**src/rtl/vm2002_common_pkg.sv**
```systemverilog
// Shared types and constants for the vm2002 change path.
// Coin encodings, coin values and dispenser FSM states.
package vm2002_common_pkg;

  typedef enum logic [1:0] {
    NONE    = 2'd0,
    NICKEL  = 2'd1,
    DIME    = 2'd2,
    QUARTER = 2'd3
  } coins_t;

  localparam logic [7:0] NICKEL_VAL  = 8'd5;
  localparam logic [7:0] DIME_VAL    = 8'd10;
  localparam logic [7:0] QUARTER_VAL = 8'd25;

  typedef enum logic [1:0] {
    IDLE,
    DISPENSE,
    DONE
  } chg_state_t;

  function automatic logic [7:0] coin_val(coins_t c);
    logic [7:0] v;
    v = 8'd0;
    unique case (c)
      NICKEL:  v = NICKEL_VAL;
      DIME:    v = DIME_VAL;
      QUARTER: v = QUARTER_VAL;
      default: v = 8'd0;
    endcase
    return v;
  endfunction

endpackage

```
**src/rtl/vm2002_change_dispenser_if.sv**
```systemverilog
// Control, refill and coin-stream bundle of the change dispenser.
// master drives requests and refills; slave is the dispenser.
interface vm2002_change_dispenser_if #(
  parameter int INV_W = 6
);
  import vm2002_common_pkg::*;

  logic             start;
  logic [7:0]       balance;
  logic             hopper_rdy;
  logic             refill;
  coins_t           refill_coin;
  logic [INV_W-1:0] refill_count;
  coins_t           coin_out;
  logic             coin_valid;
  logic             busy;
  logic             done;
  logic [7:0]       shortfall;
  logic             exact_change;

  modport master (
    output start, balance, hopper_rdy,
    output refill, refill_coin, refill_count,
    input  coin_out, coin_valid, busy,
    input  done, shortfall, exact_change
  );

  modport slave (
    input  start, balance, hopper_rdy,
    input  refill, refill_coin, refill_count,
    output coin_out, coin_valid, busy,
    output done, shortfall, exact_change
  );

endinterface

```
**src/rtl/vm2002_coin_tube.sv**
```systemverilog
// One denomination tube: saturating inventory counter.
// Refill and take may land on the same edge.
module vm2002_coin_tube #(
  parameter int INV_W = 6,
  parameter int INIT  = 20
) (
  input  logic             clk,
  input  logic             hrst_n,
  input  logic             add,
  input  logic [INV_W-1:0] add_count,
  input  logic             take,
  output logic [INV_W-1:0] count,
  output logic             empty
);

  localparam logic [INV_W:0] MAX = {1'b0, {INV_W{1'b1}}};
  localparam logic [INV_W-1:0] RST = INIT[INV_W-1:0];

  logic [INV_W-1:0] r_cnt;
  logic [INV_W:0]   w_inc;
  logic [INV_W:0]   w_sum;

  // take is only raised on a non-empty tube, so no underflow
  always_comb begin
    w_inc = add ? {1'b0, add_count} : '0;
    w_sum = {1'b0, r_cnt} + w_inc - {{INV_W{1'b0}}, take};
  end

  // inventory register, clamped at full scale
  always_ff @(posedge clk) begin
    if (!hrst_n) begin
      r_cnt <= RST;
    end else if (w_sum > MAX) begin
      r_cnt <= '1;
    end else begin
      r_cnt <= w_sum[INV_W-1:0];
    end
  end

  assign count = r_cnt;
  assign empty = (r_cnt == '0);

endmodule

```
**src/rtl/vm2002_change_dispenser.sv**
```systemverilog
// Greedy change dispenser: quarter/dime/nickel, one coin per
// ready hopper cycle, limited by the three tube inventories.
module vm2002_change_dispenser
  import vm2002_common_pkg::*;
#(
  parameter int INV_W  = 6,
  parameter int INIT_Q = 20,
  parameter int INIT_D = 20,
  parameter int INIT_N = 20
) (
  input logic clk,
  input logic hrst_n,
  input logic srst,
  vm2002_change_dispenser_if.slave bus
);

  chg_state_t       r_state, w_state;
  logic [7:0]       r_rem, w_rem;
  coins_t           r_coin, w_coin, w_sel;
  logic             r_valid, w_valid;
  logic             r_done, w_done;
  logic [7:0]       r_short, w_short;
  logic             r_exact;
  logic             w_take;
  logic [INV_W-1:0] w_q_cnt, w_d_cnt, w_n_cnt;
  logic             w_q_empty, w_d_empty, w_n_empty;

  // greedy choice against what the tubes still hold
  always_comb begin
    w_sel = NONE;
    if (r_rem >= QUARTER_VAL && !w_q_empty) begin
      w_sel = QUARTER;
    end else if (r_rem >= DIME_VAL && !w_d_empty) begin
      w_sel = DIME;
    end else if (r_rem >= NICKEL_VAL && !w_n_empty) begin
      w_sel = NICKEL;
    end
  end

  assign w_take = (r_state == DISPENSE) && (w_sel != NONE)
                && bus.hopper_rdy && !srst;

  // next state and registered outputs
  always_comb begin
    w_state = r_state;
    w_rem   = r_rem;
    w_coin  = NONE;
    w_valid = 1'b0;
    w_done  = 1'b0;
    w_short = 8'd0;
    unique case (r_state)
      IDLE: begin
        if (bus.start) begin
          w_rem   = bus.balance;
          w_state = DISPENSE;
        end
      end
      DISPENSE: begin
        if (w_sel == NONE) begin
          w_state = DONE;
          w_done  = 1'b1;
          w_short = r_rem;
        end else if (bus.hopper_rdy) begin
          w_coin  = w_sel;
          w_valid = 1'b1;
          w_rem   = r_rem - coin_val(w_sel);
        end
      end
      DONE: begin
        w_state = IDLE;
        w_rem   = 8'd0;
      end
      default: w_state = IDLE;
    endcase
  end

  // state register; soft reset aborts but keeps inventory
  always_ff @(posedge clk) begin
    if (!hrst_n) begin
      r_state <= IDLE;
      r_rem   <= 8'd0;
      r_coin  <= NONE;
      r_valid <= 1'b0;
      r_done  <= 1'b0;
      r_short <= 8'd0;
      r_exact <= (INIT_N == 0);
    end else begin
      r_exact <= w_n_empty;
      if (srst) begin
        r_state <= IDLE;
        r_rem   <= 8'd0;
        r_coin  <= NONE;
        r_valid <= 1'b0;
        r_done  <= 1'b0;
        r_short <= 8'd0;
      end else begin
        r_state <= w_state;
        r_rem   <= w_rem;
        r_coin  <= w_coin;
        r_valid <= w_valid;
        r_done  <= w_done;
        r_short <= w_short;
      end
    end
  end

  vm2002_coin_tube #(.INV_W(INV_W), .INIT(INIT_Q)) u_q (
    .clk       (clk),
    .hrst_n    (hrst_n),
    .add       (bus.refill && bus.refill_coin == QUARTER),
    .add_count (bus.refill_count),
    .take      (w_take && w_sel == QUARTER),
    .count     (w_q_cnt),
    .empty     (w_q_empty)
  );

  vm2002_coin_tube #(.INV_W(INV_W), .INIT(INIT_D)) u_d (
    .clk       (clk),
    .hrst_n    (hrst_n),
    .add       (bus.refill && bus.refill_coin == DIME),
    .add_count (bus.refill_count),
    .take      (w_take && w_sel == DIME),
    .count     (w_d_cnt),
    .empty     (w_d_empty)
  );

  vm2002_coin_tube #(.INV_W(INV_W), .INIT(INIT_N)) u_n (
    .clk       (clk),
    .hrst_n    (hrst_n),
    .add       (bus.refill && bus.refill_coin == NICKEL),
    .add_count (bus.refill_count),
    .take      (w_take && w_sel == NICKEL),
    .count     (w_n_cnt),
    .empty     (w_n_empty)
  );

  assign bus.coin_out     = r_coin;
  assign bus.coin_valid   = r_valid;
  assign bus.busy         = (r_state != IDLE);
  assign bus.done         = r_done;
  assign bus.shortfall    = r_short;
  assign bus.exact_change = r_exact;

endmodule

```
**src/flat_wrapper.sv**
```systemverilog
// flat-port wrapper written by rule: the top's interface ports become plain ports
module vm2002_change_dispenser_flat import vm2002_common_pkg::*;
#(
  parameter int INV_W  = 6,
  parameter int INIT_Q = 20,
  parameter int INIT_D = 20,
  parameter int INIT_N = 20
)
  (clk, hrst_n, srst, bus_start, bus_balance, bus_hopper_rdy, bus_refill, bus_refill_coin, bus_refill_count, bus_coin_out, bus_coin_valid, bus_busy, bus_done, bus_shortfall, bus_exact_change);
  vm2002_change_dispenser_if #(.INV_W(INV_W)) bus_i ();
  input logic clk;
  input logic hrst_n;
  input logic srst;
  input wire logic [$bits(bus_i.start)-1:0] bus_start;
  input wire logic [$bits(bus_i.balance)-1:0] bus_balance;
  input wire logic [$bits(bus_i.hopper_rdy)-1:0] bus_hopper_rdy;
  input wire logic [$bits(bus_i.refill)-1:0] bus_refill;
  input wire logic [$bits(bus_i.refill_coin)-1:0] bus_refill_coin;
  input wire logic [$bits(bus_i.refill_count)-1:0] bus_refill_count;
  output wire logic [$bits(bus_i.coin_out)-1:0] bus_coin_out;
  output wire logic [$bits(bus_i.coin_valid)-1:0] bus_coin_valid;
  output wire logic [$bits(bus_i.busy)-1:0] bus_busy;
  output wire logic [$bits(bus_i.done)-1:0] bus_done;
  output wire logic [$bits(bus_i.shortfall)-1:0] bus_shortfall;
  output wire logic [$bits(bus_i.exact_change)-1:0] bus_exact_change;
  assign bus_i.start = bus_start;
  assign bus_i.balance = bus_balance;
  assign bus_i.hopper_rdy = bus_hopper_rdy;
  assign bus_i.refill = bus_refill;
  assign bus_i.refill_coin = bus_refill_coin;
  assign bus_i.refill_count = bus_refill_count;
  assign bus_coin_out = bus_i.coin_out;
  assign bus_coin_valid = bus_i.coin_valid;
  assign bus_busy = bus_i.busy;
  assign bus_done = bus_i.done;
  assign bus_shortfall = bus_i.shortfall;
  assign bus_exact_change = bus_i.exact_change;
  vm2002_change_dispenser #(.INV_W(INV_W), .INIT_Q(INIT_Q), .INIT_D(INIT_D), .INIT_N(INIT_N)) u_core (.clk(clk), .hrst_n(hrst_n), .srst(srst), .bus(bus_i));
endmodule
```
**config.mk**
```make
export PLATFORM = sky130hd
export DESIGN_NAME = vm2002_change_dispenser_flat
export DESIGN_NICKNAME = d
export VERILOG_FILES = /design/src/rtl/vm2002_common_pkg.sv /design/src/rtl/vm2002_change_dispenser_if.sv /design/src/rtl/vm2002_coin_tube.sv /design/src/rtl/vm2002_change_dispenser.sv /design/src/flat_wrapper.sv
export SDC_FILE = /design/constraint.sdc
export NUM_CORES = 1
export LEC_CHECK = 0
export CORE_MARGIN = 2
export CORE_UTILIZATION = 50
export DETAILED_ROUTE_END_ITERATION = 7
export GPL_ROUTABILITY_DRIVEN = 0
export HOLD_SLACK_MARGIN = 0.06
export PLACE_DENSITY = 0.74
export SETUP_SLACK_MARGIN = 0.15
export SLEW_MARGIN = 20
export SYNTH_ARGS = -nofsm -noshare
export SYNTH_HDL_FRONTEND = slang
export SYNTH_SLANG_ARGS = --single-unit
```
**constraint.sdc**
```tcl
create_clock -name clk -period 4.9 [get_ports clk]
set_input_delay 0.98 -clock clk [delete_from_list [all_inputs] [get_ports clk]]
set_output_delay 0.98 -clock clk [all_outputs]
set_load 0.01 [all_outputs]
```
After elaboration in Yosys (flattened, before gate mapping)

Index checks and enable logic that the tools add are counted.

Flip-flop bits (word level): 41
Output and inout bits: 14
Logic and storage cells: 98

$add $sub $neg: 7
Order comparisons: 6
Equal/unequal tests: 12
Muxes and demuxes: 22
Bitwise logic cells: 4
Reductions and logical operators: 34

Operators with widths:

| cell               | count |
|---|---|
| $mux 8             | 6 |
| $mux 6             | 6 |
| $pmux 8 s3         | 1 |
| $add 6x7->7        | 3 |
| $gt 7x6->1 const B | 3 |
| $sub 7x1->7        | 3 |
| $logic_not 6->1    | 3 |
| $pmux 5 s3         | 1 |
| $logic_and 1x1->1  | 12 |
| $eq 2x2->1 const B | 5 |
| $ge 8x3->1 const B | 1 |
| $ge 8x4->1 const B | 1 |
| $ge 8x5->1 const B | 1 |
| $mux 2             | 4 |
| $ne 2x2->1 const B | 4 |
| $reduce_or 2->1    | 4 |
| $reduce_or 4->1    | 2 |
| $sub 8x8->8        | 1 |
| $eq 2x1->1 const B | 3 |
| $reduce_or 5->1    | 1 |
| $logic_not 1->1    | 4 |
| $logic_not 2->1    | 2 |
| $not 1->1          | 4 |
| $pmux 2 s2         | 1 |
| 6 further kinds    | 9 |

Depth between registers and ports, before layout

Depth in word-level cells: 15
Gate-level depth with buffers: 18

Modules after synthesis

A second synthesis with hierarchy kept.

Cells, all modules: 405
Area total of the unflattened synthesis: 3309.4 sq um

Modules (own cells, without submodules):

| module                  | times used | cells an instance | area each (sq um) | seq. area each (sq um) |
|---|---|---|---|---|
| vm2002_coin_tube        | 3          | 81                | 633.1             | 120.1 |
| vm2002_change_dispenser | 1          | 162               | 1410.1            | 460.4 |

Least setup slack after synthesis

Ideal clock, no wire load.

Kind: input to register
Start point: input port bus_hopper_rdy
End point: register u_core.u_d.r_cnt[2] (netlist: u_core.u_d.count[2])
Arrival: 3.307 ns
Required time: 4.773 ns
Path slack: 1.466 ns
Stages on the path: 14
Buffers on the path: 0
Path through: nand2_1 a211oi_1 inv_1 nor2_1 ha_1 inv_1 ha_1 fa_1 a21o_1 a21oi_1 o21bai_1 a21oi_1 xnor2_1 or3_1

Word-level cells in the longest chain between the ends: 6

RTL lines:

| what                               | RTL line                       | source |
|---|---|---|
| start: declaration                 | flat_wrapper.sv:16             | `input wire logic [$bits(bus_i.hopper_rdy)-1:0] bus_hopper_rdy;` |
| $logic_and 1x1->1 (*) (2 in a row) | vm2002_change_dispenser.sv:41  | `&& bus.hopper_rdy && !srst;` |
| $logic_and 1x1->1 (*)              | vm2002_change_dispenser.sv:122 | `.take (w_take && w_sel == DIME),` |
| $sub 7x1->7 (*)                    | vm2002_coin_tube.sv:26         | `w_sum = {1'b0, r_cnt} + w_inc - {{INV_W{1'b0}}, take};` |
| $gt 7x6->1                         | vm2002_coin_tube.sv:33         | `end else if (w_sum > MAX) begin` |
| $reduce_or 2->1 (no line)          | --                             |  |
| end signal: assignment             | vm2002_coin_tube.sv:36         | `r_cnt <= w_sum[INV_W-1:0];` |
| end: declaration                   | vm2002_coin_tube.sv:19         | `logic [INV_W-1:0] r_cnt;` |

Every way passes the cells marked *; elsewhere a longest branch is shown, timed or not.
A chain may end at the register's enable or synchronous reset.

Worst setup path after layout

Start point: input port bus_refill
End point: register u_core.u_d.r_cnt[2] (netlist: u_core.u_d.count[2])

Word-level cells in the longest chain between the ends: 6

RTL lines:

| what                      | RTL line                       | source |
|---|---|---|
| start: declaration        | flat_wrapper.sv:17             | `input wire logic [$bits(bus_i.refill)-1:0] bus_refill;` |
| $logic_and 1x1->1 (*)     | vm2002_change_dispenser.sv:120 | `.add (bus.refill && bus.refill_coin == DIME),` |
| $mux 6 (*)                | vm2002_coin_tube.sv:25         | `w_inc = add ? {1'b0, add_count} : '0;` |
| $add 6x7->7 (*)           | vm2002_coin_tube.sv:26         |  |
| $sub 7x1->7 (*)           | vm2002_coin_tube.sv:26         |  |
| $gt 7x6->1                | vm2002_coin_tube.sv:33         |  |
| $reduce_or 2->1 (no line) | --                             |  |

Marked as above.

==> summary.md <==
The filler cells instantiated in the layout total 489. The pre-antenna-repair detailed-routing pass consisted of 4 iterations. Using the TritonRoute via totals, the vias-per-cell ratio works out to 5.147. The wire length per cell was 12.83 um; the internal portion of total power was 0.0009065 W.

The Yosys step of the flow raised 0 warnings. For this run the aggregate overflow at the end of global routing stands at 0. CTS saw 41 sinks. Detailed placement ended at an HPWL of 4.777 mm.

The detail route stage leaves a number of antenna-violating nets equal to 0. Ranked by total cell area, the synthesized netlist is headed by dfxtp_1 28%, ha_1 19%, inv_1 8.2%. The logs give 0 for the number of hold buffers added after cts and 3318 um2 for the placed cell area.

The area fraction of the dominant cell type after synthesis is 28.11%. In this run, synthesis produced a sequential element count of 41. In the layout the commonest cells are 64 x inv_1, 45 x ha_1, 41 x dfxtp_1.

In this run the post-CTS setup repair buffer count came out at 0. The die covers 6468 um2. The mapped netlist covers 2920 um2. Each instance of the synthesized netlist takes up on average 8.249 um2. For this design the static power due to leakage is 1.621 nW. Counting every instance in the synthesized netlist gives 354. The startpoint identified for the worst register-to-register timing path is u_core.r_rem[5]$_SDFFE_PP0P_. After clock tree synthesis, the repair step resized 0 gates. The tools report the hold violation total from the final report as 0. For flop-to-flop paths, the worst setup slack is 1.14 ns.

Along the worst path, the maximum fanout reaches 6. The proportion of synthesized flip-flops having asynchronous set or reset was 0%. For the sequential area share after synthesis, the log shows 28.11%. The biggest area contributor in the post-synthesis netlist is dfxtp_1. The nature of the critical path endpoint is a flop. The worst register-to-register path ends at u_core.u_d.count[2]$_SDFF_PP1_. Input and output buffers added on the ports amount to 35. Post-detailed-route DRC marker count: 0. At the worst endpoint, the arrival time is 4.08 ns. For the pin with the worst max-slew slack, the measured transition is 0.5707 ns. Clock tree synthesis selected as its root buffer the cell clkbuf_8. For this run, the total global-route usage over all layers was measured as 20.28%. In this run the worst hold path is classified as reg2reg.

The tools report the starting DRC count in detailed routing as 123. The hold-critical path depth is 1, and the number of cells after detailed placement is 454. For the number of nets at the end of the flow, the log shows 460. The multi-input combinational cells in the finished layout cover a total of 1809 um2. In this run, distinct cell masters in the synthesized netlist total 47. Most instantiated flip-flop cell in the synthesis netlist: dfxtp_1. The final wirelength is 5.929 mm. The total area inside the core boundary comes to 5574 um2. From synthesis to final layout, the design area changed by 16.84%. The count of antenna diodes in the layout was 0. The most common library cell in the layout ignoring fill and taps is inv_1. The most critical setup path has its startpoint at bus_refill. Counting along the longest clock path gives a buffer depth of 2. Headroom to the max-slew limit came out at 60.97%.

For the floorplan row count, the log shows 27. The end point of the most critical hold path was u_core.bus.shortfall[0]$_SDFF_PP0_. The tools report the via count of the routed design as 2378. The tools report the category of the worst setup path launch point as an input port. At the later pin of the worst-skew pair, clock insertion delay measures 0.30 ns. The clock arrives with 0.01242 ns of skew. The number of global-route vias before repair is 2301, and the minimum period implied by the final worst setup slack is 3.896 ns.

The tools report the design area as 3412 um2. The worst setup path is of the in2reg kind. The logs give 28.3% for the sequential share of power and 36 for the number of top-level pins. Number of flops mapped to enable cells by yosys: 0.

Entering global routing, the biggest net connects 16 pins. The run finished with clean final reports. The startpoint identified for the worst hold timing path is u_core.r_rem[0]$_SDFFE_PP0P_.

Cells with a size suffix above 1 make up 5.128% of the layout. Of the available clock period, the critical path in the final layout requires 79.52%. The net count of the mapped netlist is 425, and the power per cell area is 463.1 nW/um2. Combinational logic burns 56.9% of the power. The endpoint required time on the critical path was 5.08 ns; the register area was 820.8 um2. The sum of negative setup slack was 0 ns. Clock-pin slew was measured on the worst setup and hold paths at 0.09 ns. Derived from the worst setup path, the maximum achievable clock frequency is 0.2567 GHz. Total count of max-transition violations in the final report: 0. Setup repair after global routing left no endpoint under its margin. The clock share of power was 14.8%; the maximum ir drop on the vdd rail was 0.0002423 V. In this run switching power makes up 42.63% of total power. The logs give 462 for the number of cells in the finished layout apart from fillers and 0 for the max-capacitance violation count. The initial antenna violation count was 0; the horizontal die dimension was 80.43 um. The analysis attributes to net switching a power of 0.0006737 W. The die height is 80.43 um. TritonCTS built the clock tree. Setup violations remaining at the end of the flow were counted as 0. The first global-routing pass estimated 10.21 mm of wire. The initial cell density of the core was 52.39%; the number of clock buffers inserted by TritonCTS was 5. The depth of the CTS H-tree was 2; the worst reg2reg path depth was 16.
[cells in the mapped netlist (all sizes together) (4+ instances only)]
library cell / n
a211oi: 5
a21o: 6
a21oi: 20
a31oi: 4
and2: 9
buf: 5
dfxtp: 41
fa: 4
ha: 45
inv: 64
nand2: 36
nand3: 6
nor2: 33
nor3: 7
nor4: 4
o21a: 5
o21ai: 11
or3: 4
xnor2: 9
xor2: 8
[state kept, by name, indices dropped and copies added (netlist names)]
signal and cells:
u_core.r_rem 8, u_core.u_d.count 6, u_core.u_q.count 6, u_core.u_n.count 6, u_core.r_state 2, u_core.bus.done 1, u_core.bus.exact_change 1, u_core.bus.coin_out 2
u_core.bus.coin_valid 1, u_core.bus.shortfall 8
[cell type report]
| class | instances | area share (%) |
|---|---|---|
| well taps | 72 | 2.640 |
| inverters | 64 | 7.041 |
| repair buffers | 36 | 10.49 |
| clock inverters | 3 | 0.7334 |
| multi-input cells | 241 | 53.03 |
| flip-flops and latches | 41 | 24.06 |
| clock buffers | 5 | 2.017 |
[per-stage QoR]
step / total power [W] / worst slack (ns) / hold slack, ns / util (%)
CTS: 0.001587 / 1.000 / 0.5381 / 61.21
finish: 0.001580 / 1.004 / 0.5370 / 61.21
global route: 0.001739 / 0.7364 / 0.5591 / 61.21
floorplan: 0.001163 / 1.466 / 0.4911 / -
global placement: 0.001323 / 0.8013 / 0.5138 / 59.53
detailed placement: 0.001345 / 0.6976 / 0.5142 / 59.53
[how the worst max path moves through the flow]
stage / cells after the start / slack (ns) / end
after floorplan: 14 / 1.47 / u_core.u_d.count[2]$_SDFF_PP1_
after global placement: 14 / 0.80 / u_core.u_d.count[2]$_SDFF_PP1_
after detailed placement: 14 / 0.70 / u_core.u_d.count[2]$_SDFF_PP1_
after CTS: 14 / 1.00 / u_core.u_d.count[2]$_SDFF_PP1_
after global routing: 15 / 0.74 / u_core.u_n.count[3]$_SDFF_PN0_
final: 14 / 1.00 / u_core.u_d.count[2]$_SDFF_PP1_
[logic make-up (layout without fill, tap and decap cells)]
family	after synthesis	in the layout	synth area share, %
AND/OR/NAND/NOR	107	107	17.22
buffers and inverters	72	108	9.940
AO/OA/AOI/OAI	65	65	16.58
adder cells (fa/ha/maj)	49	49	22.02
flip-flops	41	41	28.11
XOR/XNOR	17	17	5.099
multiplexers	3	3	1.028
[power groups by stage]
| stage | registers (W) | logic (W) | clock network (W) |
|---|---|---|---|
| finish | 0.000448 | 0.000899 | 0.000234 |
| global route | 0.000455 | 0.00103 | 0.000254 |
| CTS | 0.000447 | 0.000900 | 0.000240 |
| detailed placement | 0.000455 | 0.000890 | 0 |
| global placement | 0.000454 | 0.000869 | 0 |
| floorplan | 0.000441 | 0.000722 | 0 |
[routing by layer]
layer  part of all wire [%]  GRT usage [%]  up-vias
met1                     50          28.38     1079
met5                      0              0        -
met2                     43          32.17       52
li1                       -              -     1239
met4                    1.6          6.102        0
met3                    5.7          3.034        8
[worst max-delay path, stage by stage]
cell and delay (ns):
clkdlybuf4s50_1 0.49, nand2_1 0.06, nor2_1 0.31, nand2_1 0.11, ha_1 0.28, inv_1 0.04
ha_1 0.20, fa_1 0.40, a21o_1 0.19, a21oi_1 0.22, o21bai_1 0.09, a21oi_1 0.18
xnor2_1 0.16, or3_1 0.36
Note: power is estimated with default switching activity, not from simulation.
==> edit 1 (same settings) <==
Re-encode `chg_state_t` (3 states) as one-hot, 3 bits wide.
--- a/src/rtl/vm2002_common_pkg.sv
+++ b/src/rtl/vm2002_common_pkg.sv
@@ -13,10 +13,10 @@
   localparam logic [7:0] DIME_VAL    = 8'd10;
   localparam logic [7:0] QUARTER_VAL = 8'd25;
 
-  typedef enum logic [1:0] {
-    IDLE,
-    DISPENSE,
-    DONE
+  typedef enum logic [2:0] {
+    IDLE     = 3'b001,
+    DISPENSE = 3'b010,
+    DONE     = 3'b100
   } chg_state_t;
 
   function automatic logic [7:0] coin_val(coins_t c);
Function: no difference found for any inputs over 10 cycles, from zero or initial values and one cycle with hrst_n low; not proved beyond that.
==> edit 1 against the original RTL <==
Design area is 1.6% lower; sequential cell count is 1 higher; wire length fell by 3.4%; sequential power about the same; register-to-register slack improved by 0.19 ns; total power shrank 5.5%; largest cell class unchanged; area after synthesis down 2.4%; setup slack gained 0.13 ns.
==> edit 1: results <==
export IMPL_drive_gt1_share_pct=3.75
export IMPL_status="finished, final reports clean"
export IMPL_synthAdderAreaFrac_pct=20.8
export IMPL_placed_cells_incl_taps=437
export IMPL_dr_first_iter_drc_count=78
export IMPL_synth_cell_type_count=45
export IMPL_filler_cell_count=473
export IMPL_startpoint="bus_hopper_rdy"
export IMPL_antenna_found_initial=0
export IMPL_reg2reg_from="u_core.u_n.count[4]"
export IMPL_grt_total_usage_pct=19.9
export IMPL_grt_max_degree=23
export IMPL_dp_slack_ns=0.836
export IMPL_antennaDiodeCount=0
export IMPL_r2r_end="u_core.u_n.count[4]"
export IMPL_power_leakage_uw=0.00154
export IMPL_hpwl_um=4510
export IMPL_syn_inst=339
export IMPL_drt_wl_total_um=5730
export IMPL_r2r_setup_slack_ns=1.33
export IMPL_grt_pass1_wl_um=9920
export IMPL_vias=2305
export IMPL_path_max_fanout=6
export IMPL_maxSlewHeadroom_pct=48.7
export IMPL_synth_main_ff_cell="dfxtp_1"
export IMPL_hp_class="reg2reg"
export IMPL_netlist_top_cells_area="dfxtp_1 29%, ha_1 18%, inv_1 7.4%"
export IMPL_layout_cells_non_filler=445
export IMPL_syn_nets=406
export IMPL_synth_seq_area_share_pct=29.5
export IMPL_hold_path_depth=2
export IMPL_clk_latency_ns=0.30
export IMPL_peakVddDrop_uv=342
export IMPL_muxShareOfSynthArea_pct=0
export IMPL_reg2regPathDepth=14
export IMPL_synth_common_cells="56 x inv_1, 42 x dfxtp_1, 41 x ha_1"
export IMPL_dr_pass1_iters=4
export IMPL_skew_ns=0.00898
export IMPL_synth_xor_area_share_pct=5.84
export IMPL_grt_pass1_vias=2186
export IMPL_cts_htree_levels=2
export IMPL_synth_compound_area_share_pct=18.6
==> edit 1: area by class of cell <==
cell class	instances	area (um2)	share of cell area, %
multi-input combinational	232	1760	52.3
sequential	42	841	25.0
timing repair buffer	35	350	10.4
inverter	56	210	6.26
clock buffer	8	110	3.28
tap	72	90.1	2.68
==> edit 1: metrics by stage <==
step	cell area [um2]	hold WS [ns]	power (uW)
2_1_floorplan	2850	0.464	1080
3_3_place_gp	3250	0.517	1210
3_5_place_dp	3250	0.517	1230
4_1_cts	3360	0.531	1500
5_1_grt	3360	0.562	1640
6_report	3360	0.534	1490
==> edit 1: kinds of logic (layout without fill, tap and decap cells) <==
kind of cell | after synthesis | after routing
AND/OR/NAND/NOR | 91 | 91
AO/OA/AOI/OAI | 77 | 77
buffers and inverters | 65 | 99
adder cells (fa/ha/maj) | 45 | 45
flip-flops | 42 | 42
XOR/XNOR | 19 | 19
==> edit 1: layer usage <==
layer | track usage [%] | part of all wire (%) | vias to the layer above
met2 | 31.8 | 46 | 28
met3 | 3.73 | 3.6 | 7
li1 | - | - | 1209
met1 | 27.3 | 49 | 1061
met4 | 6.21 | 1.3 | 0
met5 | 0 | 0 | -
==> edit 1: worst max-delay path by stage <==
stage / slack, ns / end / depth (start not counted)
floorplan: 1.66 / u_core.u_n.count[3] / 13
global placement: 0.90 / u_core.u_n.count[4] / 14
detailed placement: 0.84 / u_core.u_n.count[3] / 14
CTS: 1.14 / u_core.u_n.count[3] / 14
global route: 0.81 / u_core.u_n.count[3] / 14
finish: 1.13 / u_core.u_n.count[4] / 14
==> edit 1: power breakdown <==
| part | internal, uW | total, uW | switching (uW) |
|---|---|---|---|
| sequential | 410 | 447 | 37.3 |
| combinational | 368 | 785 | 417 |
| clock | 142 | 261 | 119 |
==> edit 1: worst max-delay path, cell delays in order <==
cell	delay [ns]
clkdlybuf4s50_1	0.48
nor3b_1	0.37
nand2_1	0.12
nor2_1	0.12
ha_1	0.13
inv_1	0.04
ha_1	0.19
fa_1	0.41
a21o_1	0.18
a21oi_1	0.23
o21bai_1	0.10
a21oi_1	0.18
xnor2_1	0.17
nand3b_1	0.20
==> edit 2 (same settings) <==
Without the edit above. `INV_W` is set to 6 in 4 places; all go to 12.
--- a/src/rtl/vm2002_change_dispenser_if.sv
+++ b/src/rtl/vm2002_change_dispenser_if.sv
@@ -1,7 +1,7 @@
 // Control, refill and coin-stream bundle of the change dispenser.
 // master drives requests and refills; slave is the dispenser.
 interface vm2002_change_dispenser_if #(
-  parameter int INV_W = 6
+  parameter int INV_W = 12
 );
   import vm2002_common_pkg::*;
 
--- a/src/rtl/vm2002_coin_tube.sv
+++ b/src/rtl/vm2002_coin_tube.sv
@@ -1,7 +1,7 @@
 // One denomination tube: saturating inventory counter.
 // Refill and take may land on the same edge.
 module vm2002_coin_tube #(
-  parameter int INV_W = 6,
+  parameter int INV_W = 12,
   parameter int INIT  = 20
 ) (
   input  logic             clk,
--- a/src/rtl/vm2002_change_dispenser.sv
+++ b/src/rtl/vm2002_change_dispenser.sv
@@ -3,7 +3,7 @@
 module vm2002_change_dispenser
   import vm2002_common_pkg::*;
 #(
-  parameter int INV_W  = 6,
+  parameter int INV_W  = 12,
   parameter int INIT_Q = 20,
   parameter int INIT_D = 20,
   parameter int INIT_N = 20
--- a/src/flat_wrapper.sv
+++ b/src/flat_wrapper.sv
@@ -1,7 +1,7 @@
 // flat-port wrapper written by rule: the top's interface ports become plain ports
 module vm2002_change_dispenser_flat import vm2002_common_pkg::*;
 #(
-  parameter int INV_W  = 6,
+  parameter int INV_W  = 12,
   parameter int INIT_Q = 20,
   parameter int INIT_D = 20,
   parameter int INIT_N = 20
Interface: changed (resized bus_refill_count); port bits go from 36 to 42. No check against the original RTL was run, so the function may have changed too.
==> edit 2 against the original RTL <==
Final cell count up 70%; utilization down 2.2 points; first-iteration DRC count up 43%; sequential cell count up 18; total power up 140%; clock skew up 0.0021 ns; clock power up 120%; setup slack worse by 0.41 ns; via count up 78%; design area up 67%; wire length up 93%; critical path depth up 1; area after synthesis up 67%.
==> edit 2: results <==
export IMPL_status="finished, final reports clean"
export IMPL_use_met2_pct=39.0
export IMPL_antennaDiodeCount=0
export IMPL_peakVddDrop_uv=452
export IMPL_synth_common_cells="122 x inv_1, 81 x ha_1, 59 x dfxtp_1"
export IMPL_slowest_delay_ns=0.56
export IMPL_dr_pass1_iters=5
export IMPL_vias_per_cell=5.38
export IMPL_postPlaceCellArea_um2=5450
export IMPL_postSynthAreaPerCell_um2=8.11
export IMPL_netlist_top_cells_area="dfxtp_1 24%, ha_1 21%, inv_1 9.4%"
export IMPL_placed_cells_incl_taps=771
export IMPL_globalRoute_totalOverflow=0
export IMPL_vias=4231
export IMPL_hp_class="reg2reg"
export IMPL_skew_ns=0.0145
export IMPL_clockBufferDepth=2
export IMPL_reg2regPathDepth=15
export IMPL_critPathTopFamily="compound AO/OA/AOI/OAI gates"
export IMPL_synth_main_ff_cell="dfxtp_1"
export IMPL_cts_htree_levels=3
export IMPL_power_leakage_uw=0.00269
export IMPL_synth_warnings=0
export IMPL_r2r_end="u_core.u_n.count[4]"
export IMPL_post_cts_buffers=0
export IMPL_async_flop_share_pct=0
export IMPL_cp_slowest_cell="o41ai_4"
export IMPL_hpwl_um=9070
export IMPL_path_class="reg2reg"
export IMPL_grt_max_degree=33
export IMPL_synth_seq_area_share_pct=24.2
export IMPL_clk_latency_ns=0.35
export IMPL_grt_total_usage_pct=22.7
export IMPL_maxCapViolCount=0
export IMPL_synth_cell_type_count=56
export IMPL_crit_arrival_ns=4.54
export IMPL_wl_per_cell_um=14.6
export IMPL_grt_pass1_wl_um=18900
export IMPL_grtUsageMet1_pct=28.6
export IMPL_io_buffers=41
export IMPL_clk_pin_slew_worst_paths_ns=0.07
export IMPL_hold_path_depth=2
export IMPL_r2r_setup_slack_ns=0.59
export IMPL_clockRootBuffer="clkbuf_8"
export IMPL_dr_first_iter_drc_count=176
export IMPL_use_met3_pct=5.08
export IMPL_drive_gt1_share_pct=4.89
export IMPL_reg2reg_from="u_core.r_rem[5]"
export IMPL_grt_pass1_vias=4113
export IMPL_path_max_fanout=12
export IMPL_antenna_found_initial=0
export IMPL_cts_inserted_buffers=9
export IMPL_syn_nets=716
export IMPL_final_nets=762
export IMPL_maxSlewHeadroom_pct=37.4
## edit 2: layout make-up
class                   instances  area [um2]
multi-input cells             411        3210
repair buffers                 46         448
clock inverters                 6        88.8
flip-flops and latches         59        1180
inverters                     122         458
fillers                       903        3950
clock buffers                  10         138
well taps                     133         166
## edit 2: routing by layer
layer  up-vias  routed length (um)
li1       2144                   -
met1      1960                5380
met2       105                5400
met3        22                 479
met4         0                 204
met5         -                   0
## edit 2: report_power, final
group | leakage, uW | internal [uW] | total [uW] | switching, uW
clock | 0.000108 | 300 | 512 | 212
combinational | 0.00209 | 1160 | 2580 | 1420
sequential | 0.000488 | 636 | 725 | 89.4
total | 0.00269 | 2090 | 3820 | 1720
## edit 2: repair_timing
item	in CTS	in global routing
setup endpoints to repair	0	12
hold buffers	0	0
resized for setup	0	1
endpoints found under the hold margin	0	0
## edit 2: how the worst min path moves through the flow
| stage | start | endpoint | slack (ns) |
|---|---|---|---|
| after floorplan | u_core.r_rem[7] | u_core.r_rem[7] | 0.46 |
| after global placement | u_core.r_rem[7] | u_core.r_rem[7] | 0.49 |
| after detailed placement | u_core.r_rem[7] | u_core.r_rem[7] | 0.50 |
| after CTS | u_core.r_rem[7] | u_core.r_rem[7] | 0.51 |
| after global routing | u_core.r_rem[7] | u_core.r_rem[7] | 0.54 |
| final | u_core.r_rem[7] | u_core.r_rem[7] | 0.51 |
## edit 2: cell families after synthesis
group	Yosys count	share of synthesized area, %
buffers and inverters	133	10.4
XOR/XNOR	31	5.55
multiplexers	1	0.205
flip-flops	59	24.2
AO/OA/AOI/OAI	156	23.6
adder cells (fa/ha/maj)	85	22.4
AND/OR/NAND/NOR	138	13.7
## edit 2: worst reg2reg max path: cells and delay by family (launching register included)
family,cells,cell delay (ns)
buffers and inverters,2,0.12
xor gates and xnor gates,1,0.28
adders and majority gates,3,0.94
and+or+nand+nor,5,1.11
AOI/OAI and AO/OA,4,1.37
DFF,1,0.38
## edit 2: stage by stage
| stage | setup WS (ns) | power (uW) | util (%) |
|---|---|---|---|
| after global routing | 0.193 | 4200 | 59.0 |
| after CTS | 0.344 | 3810 | 58.9 |
| after floorplan | 1.03 | 2770 | - |
| final | 0.589 | 3820 | 59.0 |
| after detailed placement | 0.194 | 3270 | 56.6 |
| after global placement | 0.282 | 3200 | 56.6 |
